### config.mk
export PLATFORM = sky130hd
export DESIGN_NAME = flags_stack_flat
export DESIGN_NICKNAME = d
export VERILOG_FILES = /design/src/rtl/flags_stack_if.sv /design/src/rtl/flags_stack.sv /design/src/flat_wrapper.sv
export SDC_FILE = /design/constraint.sdc
export NUM_CORES = 1
export LEC_CHECK = 0
export CORE_MARGIN = 1
export CORE_UTILIZATION = 30
export CTS_CLUSTER_DIAMETER = 40
export DETAILED_ROUTE_END_ITERATION = 6
export PLACE_DENSITY_LB_ADDON = 0.2
export SLEW_MARGIN = 20
export SYNTH_ARGS = -nofsm -noshare
export SYNTH_HDL_FRONTEND = slang
export SYNTH_SLANG_ARGS = --single-unit
export TNS_END_PERCENT = 50
### constraint.sdc
create_clock -name clk -period 1.95 [get_ports clk]
set_input_delay 0.4875 -clock clk [delete_from_list [all_inputs] [get_ports clk]]
set_output_delay 0.4875 -clock clk [all_outputs]
set_load 0.005 [all_outputs]
### src/rtl/flags_stack_if.sv
// ALU flag-unit bundle: update/stack controls in, registered flags and stack status out.
// Latency: none (wires only). Backpressure: none; the unit accepts a command every cycle.
interface flags_stack_if #(
    parameter int WIDTH = 4,
    parameter int CW    = 3
);
    logic             enable;
    logic [WIDTH-1:0] alu_result;
    logic             carry;
    logic             overflow;
    logic [3:0]       update_mask;
    logic             push;
    logic             pop;
    logic             clear;

    logic             zero_out;
    logic             carry_out;
    logic             neg_out;
    logic             ovf_out;
    logic [3:0]       flags_out;
    logic [CW-1:0]    stack_count;
    logic             stack_full;
    logic             stack_empty;
    logic             stack_err;

    modport master (
        output enable, alu_result, carry, overflow, update_mask, push, pop, clear,
        input  zero_out, carry_out, neg_out, ovf_out, flags_out,
               stack_count, stack_full, stack_empty, stack_err
    );

    modport slave (
        input  enable, alu_result, carry, overflow, update_mask, push, pop, clear,
        output zero_out, carry_out, neg_out, ovf_out, flags_out,
               stack_count, stack_full, stack_empty, stack_err
    );
endinterface

### src/rtl/flags_stack.sv
// Z/C/N/V flag register with masked update and a LIFO save stack; 1-cycle latency.
// No backpressure: push on full / pop on empty is dropped and sets a sticky error.
module flags_stack #(
    parameter int WIDTH = 4,
    parameter int DEPTH = 4,
    parameter int CW    = $clog2(DEPTH + 1)
) (
    input  logic         clk,
    input  logic         reset,
    flags_stack_if.slave bus
);
    localparam int AW = (DEPTH > 1) ? $clog2(DEPTH) : 1;

    logic [3:0]    flags_q, flags_d, cand, upd;
    logic [3:0]    stack_mem [DEPTH];
    logic [CW-1:0] count_q, count_d;
    logic          err_q, err_d;
    logic [AW-1:0] wr_idx, rd_idx;
    logic          full, empty, push_only, pop_only, do_push, do_pop;

    assign full      = (count_q == CW'(DEPTH));
    assign empty     = (count_q == '0);
    // Simultaneous push and pop cancel out: no stack movement and no error.
    assign push_only = bus.push & ~bus.pop;
    assign pop_only  = bus.pop & ~bus.push;
    assign do_push   = push_only & ~full;
    assign do_pop    = pop_only & ~empty;

    // At count==DEPTH the low bits wrap, but only the read index is used then.
    assign wr_idx = count_q[AW-1:0];
    assign rd_idx = wr_idx - AW'(1);

    assign cand = {bus.overflow, bus.alu_result[WIDTH-1], bus.carry, ~|bus.alu_result};
    assign upd  = bus.enable ? ((bus.update_mask & cand) | (~bus.update_mask & flags_q))
                             : flags_q;

    always_comb begin
        flags_d = upd;
        if (do_pop)
            flags_d = stack_mem[rd_idx];
        if (bus.clear)
            flags_d = '0;
    end

    always_comb begin
        count_d = count_q;
        if (do_push)
            count_d = count_q + CW'(1);
        else if (do_pop)
            count_d = count_q - CW'(1);
    end

    always_comb begin
        err_d = err_q | (push_only & full) | (pop_only & empty);
        if (bus.clear)
            err_d = 1'b0;
    end

    always_ff @(posedge clk or posedge reset) begin
        if (reset) begin
            flags_q <= '0;
            count_q <= '0;
            err_q   <= 1'b0;
        end else begin
            flags_q <= flags_d;
            count_q <= count_d;
            err_q   <= err_d;
        end
    end

    // Entries are never reset; they are only read below the live count.
    always_ff @(posedge clk) begin
        if (do_push && !reset)
            stack_mem[wr_idx] <= flags_q;
    end

    assign bus.zero_out    = flags_q[0];
    assign bus.carry_out   = flags_q[1];
    assign bus.neg_out     = flags_q[2];
    assign bus.ovf_out     = flags_q[3];
    assign bus.flags_out   = flags_q;
    assign bus.stack_count = count_q;
    assign bus.stack_full  = full;
    assign bus.stack_empty = empty;
    assign bus.stack_err   = err_q;
endmodule

### src/flat_wrapper.sv
// flat-port wrapper written by rule: the top's interface ports become plain ports
module flags_stack_flat 
#(
    parameter int WIDTH = 4,
    parameter int DEPTH = 4,
    parameter int CW    = $clog2(DEPTH + 1)
)
  (clk, reset, bus_enable, bus_alu_result, bus_carry, bus_overflow, bus_update_mask, bus_push, bus_pop, bus_clear, bus_zero_out, bus_carry_out, bus_neg_out, bus_ovf_out, bus_flags_out, bus_stack_count, bus_stack_full, bus_stack_empty, bus_stack_err);
  flags_stack_if #(.WIDTH(WIDTH), .CW(CW)) bus_i ();
  input  logic clk;
  input  logic reset;
  input wire logic [$bits(bus_i.enable)-1:0] bus_enable;
  input wire logic [$bits(bus_i.alu_result)-1:0] bus_alu_result;
  input wire logic [$bits(bus_i.carry)-1:0] bus_carry;
  input wire logic [$bits(bus_i.overflow)-1:0] bus_overflow;
  input wire logic [$bits(bus_i.update_mask)-1:0] bus_update_mask;
  input wire logic [$bits(bus_i.push)-1:0] bus_push;
  input wire logic [$bits(bus_i.pop)-1:0] bus_pop;
  input wire logic [$bits(bus_i.clear)-1:0] bus_clear;
  output wire logic [$bits(bus_i.zero_out)-1:0] bus_zero_out;
  output wire logic [$bits(bus_i.carry_out)-1:0] bus_carry_out;
  output wire logic [$bits(bus_i.neg_out)-1:0] bus_neg_out;
  output wire logic [$bits(bus_i.ovf_out)-1:0] bus_ovf_out;
  output wire logic [$bits(bus_i.flags_out)-1:0] bus_flags_out;
  output wire logic [$bits(bus_i.stack_count)-1:0] bus_stack_count;
  output wire logic [$bits(bus_i.stack_full)-1:0] bus_stack_full;
  output wire logic [$bits(bus_i.stack_empty)-1:0] bus_stack_empty;
  output wire logic [$bits(bus_i.stack_err)-1:0] bus_stack_err;
  assign bus_i.enable = bus_enable;
  assign bus_i.alu_result = bus_alu_result;
  assign bus_i.carry = bus_carry;
  assign bus_i.overflow = bus_overflow;
  assign bus_i.update_mask = bus_update_mask;
  assign bus_i.push = bus_push;
  assign bus_i.pop = bus_pop;
  assign bus_i.clear = bus_clear;
  assign bus_zero_out = bus_i.zero_out;
  assign bus_carry_out = bus_i.carry_out;
  assign bus_neg_out = bus_i.neg_out;
  assign bus_ovf_out = bus_i.ovf_out;
  assign bus_flags_out = bus_i.flags_out;
  assign bus_stack_count = bus_i.stack_count;
  assign bus_stack_full = bus_i.stack_full;
  assign bus_stack_empty = bus_i.stack_empty;
  assign bus_stack_err = bus_i.stack_err;
  flags_stack #(.WIDTH(WIDTH), .DEPTH(DEPTH), .CW(CW)) u_core (.clk(clk), .reset(reset), .bus(bus_i));
endmodule
Word level (Yosys, flattened, before mapping)
Memory sizes are Yosys's and may differ from the RTL's.
Index checks and enable logic that the tools add are counted.
- bits in registers: 8
- output and inout port bits: 14
- RAM bits: 16
- word-level logic and storage cells: 39
- bits of input ports: 16
- memories: 1
- memories (memory ; words ; bits a word ; read ports ; clocked after Yosys merged registers in ; write ports ; line ; RTL):
    u_core.stack_mem ; 4 ; 4 ; 1 ; 0 ; 1 ; flags_stack.sv:15 ; logic [3:0] stack_mem [DEPTH];
- bitwise gates (word level): 16
- reduce and logical (&&, ||, !) cells: 7
- multiplexer cells: 8
- eq/ne operators: 1
- add/sub/neg operators: 3
- operators with widths (kind ; count):
    $mux 4 ; 3
    $and 4x4->4 ; 2
    $and 1x1->1 ; 6
    $mux 3 ; 2
    $not 1->1 ; 4
    $not 4->4 ; 1
    $or 4x4->4 ; 1
    $reduce_or 4->1 ; 1
    $add 3x1->3 const B ; 1
    $eq 3x3->1 const B ; 1
    $logic_not 3->1 ; 1
    $mux 1 ; 3
    $reduce_bool 3->1 ; 1
    $sub 3x1->3 const B ; 1
    $logic_not 1->1 ; 2
    $or 1x1->1 ; 2
    $reduce_bool 2->1 ; 1
    $sub 2x1->2 const B ; 1
    $logic_and 1x1->1 ; 1

Longest topological paths before layout
- word-level depth: 7
- gate-level depth with buffers: 10

Least setup slack after synthesis
No wires, ideal clock.
- path type: register to register
- start: reg u_core.count_q[0] (netlist: u_core.bus.stack_count[0])
- end: reg u_core.count_q[2] (netlist: u_core.bus.stack_count[2])
- buffers on the path: 1
- period minus slack after synthesis: 2.226 ns
- stages on the path, launching flop included: 11
- library setup time: 0.077 ns
- slack: -0.276 ns
- arrival time: 2.149 ns
- cells stage by stage: dfrtp_1 -> buf_6 -> inv_1 -> ha_1 -> and2_1 -> nor2_1 -> xnor2_1 -> ha_1 -> or3_1 -> o221a_1 -> a21oi_1
- longest elaborated chain between the ends: 4
- elaborated cells on any way between the ends: 11
- those cells by class: add/sub (2); eq/ne (1); mux (2); bitwise (4); reduce/logical (2)
- ends and longest elaborated chain (item ; line ; RTL):
    from (decl) ; flags_stack.sv:16 ; logic [CW-1:0] count_q, count_d;
    from (signal assigned) ; flags_stack.sv:66 ; count_q <= count_d;
    $eq 3x3->1 * ; flags_stack.sv:21 ; assign full = (count_q == CW'(DEPTH));
    named net bus_stack_full ; flat_wrapper.sv:26 ; output wire logic [$bits(bus_i.stack_full)-1:0] bus_stack_full;
    $not 1->1 * ; flags_stack.sv:26 ; assign do_push = push_only & ~full;
    $and 1x1->1 * ; flags_stack.sv:26 ;
    $mux 3 / $reduce_bool 2->1 (equally long branches) ; -- ;
Mark *: on every way through the listed nets, which the timed path passes. The rest lies on a longest branch. The select of a mux whose other input is x is not followed.
A chain may end at the register's enable or synchronous reset.

Worst setup path after layout
- start: reg u_core.count_q[0] (netlist: u_core.bus.stack_count[0])
- end: out bus_stack_count[0]
- RTL lines (item ; line ; RTL):
    to (decl) ; flat_wrapper.sv:25 ; output wire logic [$bits(bus_i.stack_count)-1:0] bus_stack_count;
No word-level cell between the ends.

==> impl_metrics.py <==
metrics = {
    "power": {
        "clockPowerShare": 0.201,
        "pwr_density_cell_nw_per_um2": 1230,
        "power.switching_mw": 0.669,
        "design_power_total_mw": 2.14,
        "combinationalPowerShare": 0.477,
        "cellLeakagePower_nw": 0.665,
        "sequentialPowerShare": 0.322,
        "p_sw_frac": 0.313,
        "peakVddDrop_mv": 0.519,
        "p_int_mw": 1.47,
    },
    "global_route": {
        "antenna_found_initial": 0,
        "grt_pass1_wl_mm": 4.62,
        "gr-total-overflow": 0,
        "grt_usage": 0.146,
        "grt_pass1_vias": 908,
        "grt_max_degree": 15,
    },
    "drt": {
        "viasPerCell": 4.81,
        "wire_per_inst_um": 14.9,
        "drc": 0,
        "finalWirelength_mm": 2.80,
        "drt_iter0_markers": 15,
        "num_vias": 904,
        "postRouteAntennaNets": 0,
        "first_pass_iters": 4,
    },
    "final_layout": {
        "fin_nets": 160,
        "syn2layout_area_growth_pct": 39.2,
        "diodes": 0,
        "final_cells": 188,
        "layout-drive-gt1-share": 0.225,
    },
    "yosys": {
        "async_flop_share": 0.333,
        "synth_top_cell_by_area": "edfxtp_1",
        "avgSynthCellArea_um2": 12.5,
        "synth_area_leaders": "edfxtp_1 38%, dfrtp_1 16%, mux4_2 7.2%",
        "synth_cell_types": 31,
        "synthFlopType": "edfxtp_1",
        "synth_edf_count": 16,
        "ys_top_cells_by_count": "16 x edfxtp_1, 8 x dfrtp_1, 7 x nand2_1",
        "yosysTopAreaCellShare": 0.384,
        "synthCells": 100,
        "yosysWarningCount": 0,
        "synthesis.nets": 121,
        "syn_area_um2": 1250,
        "synth-seq-cells": 24,
        "seq_area_frac_synth": 0.544,
        "synth_most_common_cell": "edfxtp_1",
    },
    "clock_tree": {
        "clockBufferDepth": 2,
        "cts_resized": 5,
        "cts_hold_buffers": 0,
        "numCtsBuffers": 3,
        "post_cts.repair.setup_buffers": 0,
        "clk_pin_slew_worst_paths_ns": 0.08,
        "root_buffer": "clkbuf_8",
        "clkLatencyLatePin_ns": 0.26,
        "cts.sinks": 24,
        "cts_tree": "done",
        "cts_max_level": 1,
    },
    "sta": {
        "hold_viol": 0,
        "fmax_ghz": 0.532,
        "worst_slew_pin_slew_ns": 0.334,
        "setup_violations": 0,
        "holdWs_ns": 0.526,
        "fin_crit_sh": 0.964,
        "worst_clock_skew_ns": 0.00283,
        "fin_tns_setup_ns": 0,
        "finalMaxSlewViolations": 0,
        "slew_headroom": 0.777,
        "fin_crit_ns": 1.88,
        "rsz0062_at_grt": "true",
    },
    "placement": {
        "place.gp.congestion": 0.754,
        "dp.cells": 184,
        "port-buffer-count": 29,
        "place_hpwl_mm": 2.22,
    },
    "critical_path": {
        "crit_path_start_kind": "flip-flop",
        "crit_path_max_fanout": 8,
        "crit_type": "flip-flop to output pin",
        "path_buf_inv": 2,
        "r2r_setup_slack_ns": 0.09,
        "crit_family": "buffers and inverters",
        "crit_chain": "buf_4 > clkdlybuf4s50_1",
        "cpMaxStageDelayCell": "clkdlybuf4s50_1",
        "crit_arrival_ns": 1.39,
        "slowest_delay_ns": 0.52,
        "endpoint_kind": "output pin",
        "cp_data_required_time_ns": 1.46,
    },
    "floorplanning": {
        "start_util": 0.313,
        "boundaryPins": 30,
        "die_y_um": 66.6,
        "coreArea_um2": 4000,
        "fp-row-count": 23,
        "dieWidth_um": 66.6,
        "dieArea_um2": 4430,
    },
    "run_status": {
        "status": "completed",
    },
    "min_path": {
        "hold_path.class": "primary input to async pin",
    },
    "run": {
        "maxCapViolCount": 0,
    },
}
sequential cells by signal, summed over array words and instances (netlist names):
signal,count
u_core.bus.flags_out,4
u_core.bus.stack_count,3
u_core.bus.stack_err,1
u_core.stack_mem,16
area by class of cell:
cell class	instances	area (um^2)
fillers	359	2260
flip-flops and latches	24	681
repair buffers	42	385
multi-input cells	62	517
inverters	6	25.0
clock inverters	1	30.0
well taps	50	62.6
clock buffers	3	41.3
cells in the final DEF (no fill, tap or decap), drive strengths merged, types with 5 or more instances in the layout:
| cell type | n |
|---|---|
| and2 | 6 |
| buf | 13 |
| clkdlybuf4s50 | 27 |
| dfrtp | 8 |
| edfxtp | 16 |
| ha | 5 |
| inv | 6 |
| nand2 | 7 |
| nor3 | 5 |
layer usage:
layer,wire length [um],up-vias,part of all wire,global-route usage
met5,0,-,0,0
met1,1300,446,0.47,0.200
li1,-,437,-,-
met2,1370,17,0.49,0.231
met3,83,4,0.030,0.0257
met4,38,0,0.014,0.0479
cell families after synthesis:
group / count (synthesis) / synth area share
AO/OA/AOI/OAI: 13 / 0.0800
XOR/XNOR: 3 / 0.0210
adder cells (fa/ha/maj): 5 / 0.0500
buffers and inverters: 14 / 0.0680
flip-flops: 24 / 0.544
multiplexers: 5 / 0.0800
AND/OR/NAND/NOR: 36 / 0.157
worst paths after layout:
path / start / end / cells after the start
setup / recovery: u_core.bus.stack_count[0]$_DFFE_PP0P_ / bus_stack_count[0] / 2
hold / removal: reset / u_core.bus.stack_count[1]$_DFFE_PP0P_ / 2
setup reg to reg: u_core.bus.stack_count[0]$_DFFE_PP0P_ / u_core.bus.stack_count[1]$_DFFE_PP0P_ / 9
hold reg to reg: u_core.bus.stack_err$_DFF_PP0_ / u_core.bus.stack_err$_DFF_PP0_ / 2
max in group asynchronous: reset / u_core.bus.flags_out[2]$_DFFE_PP0P_ / 2
min in group clk: u_core.bus.stack_err$_DFF_PP0_ / u_core.bus.stack_err$_DFF_PP0_ / 2
metrics by stage:
| stage | setup WS (ns) | instance area [um^2] | utilization |
|---|---|---|---|
| finish | 0.0699 | 1740 | 0.435 |
| global route | -0.0267 | 1740 | 0.435 |
| CTS | 0.0396 | 1740 | 0.434 |
| detailed placement | -0.221 | 1660 | 0.415 |
| global placement | -0.171 | 1660 | 0.415 |
| floorplan | -0.0260 | 1270 | - |
power groups by stage:
stage	Sequential [mW]	Combinational (mW)	Clock (mW)
6_report	0.689	1.02	0.431
5_1_grt	0.702	1.11	0.470
4_1_cts	0.689	1.03	0.445
3_5_place_dp	0.694	1.02	0
3_3_place_gp	0.690	1.00	0
2_1_floorplan	0.707	0.605	0
Note: power is estimated with default switching activity, not from simulation.
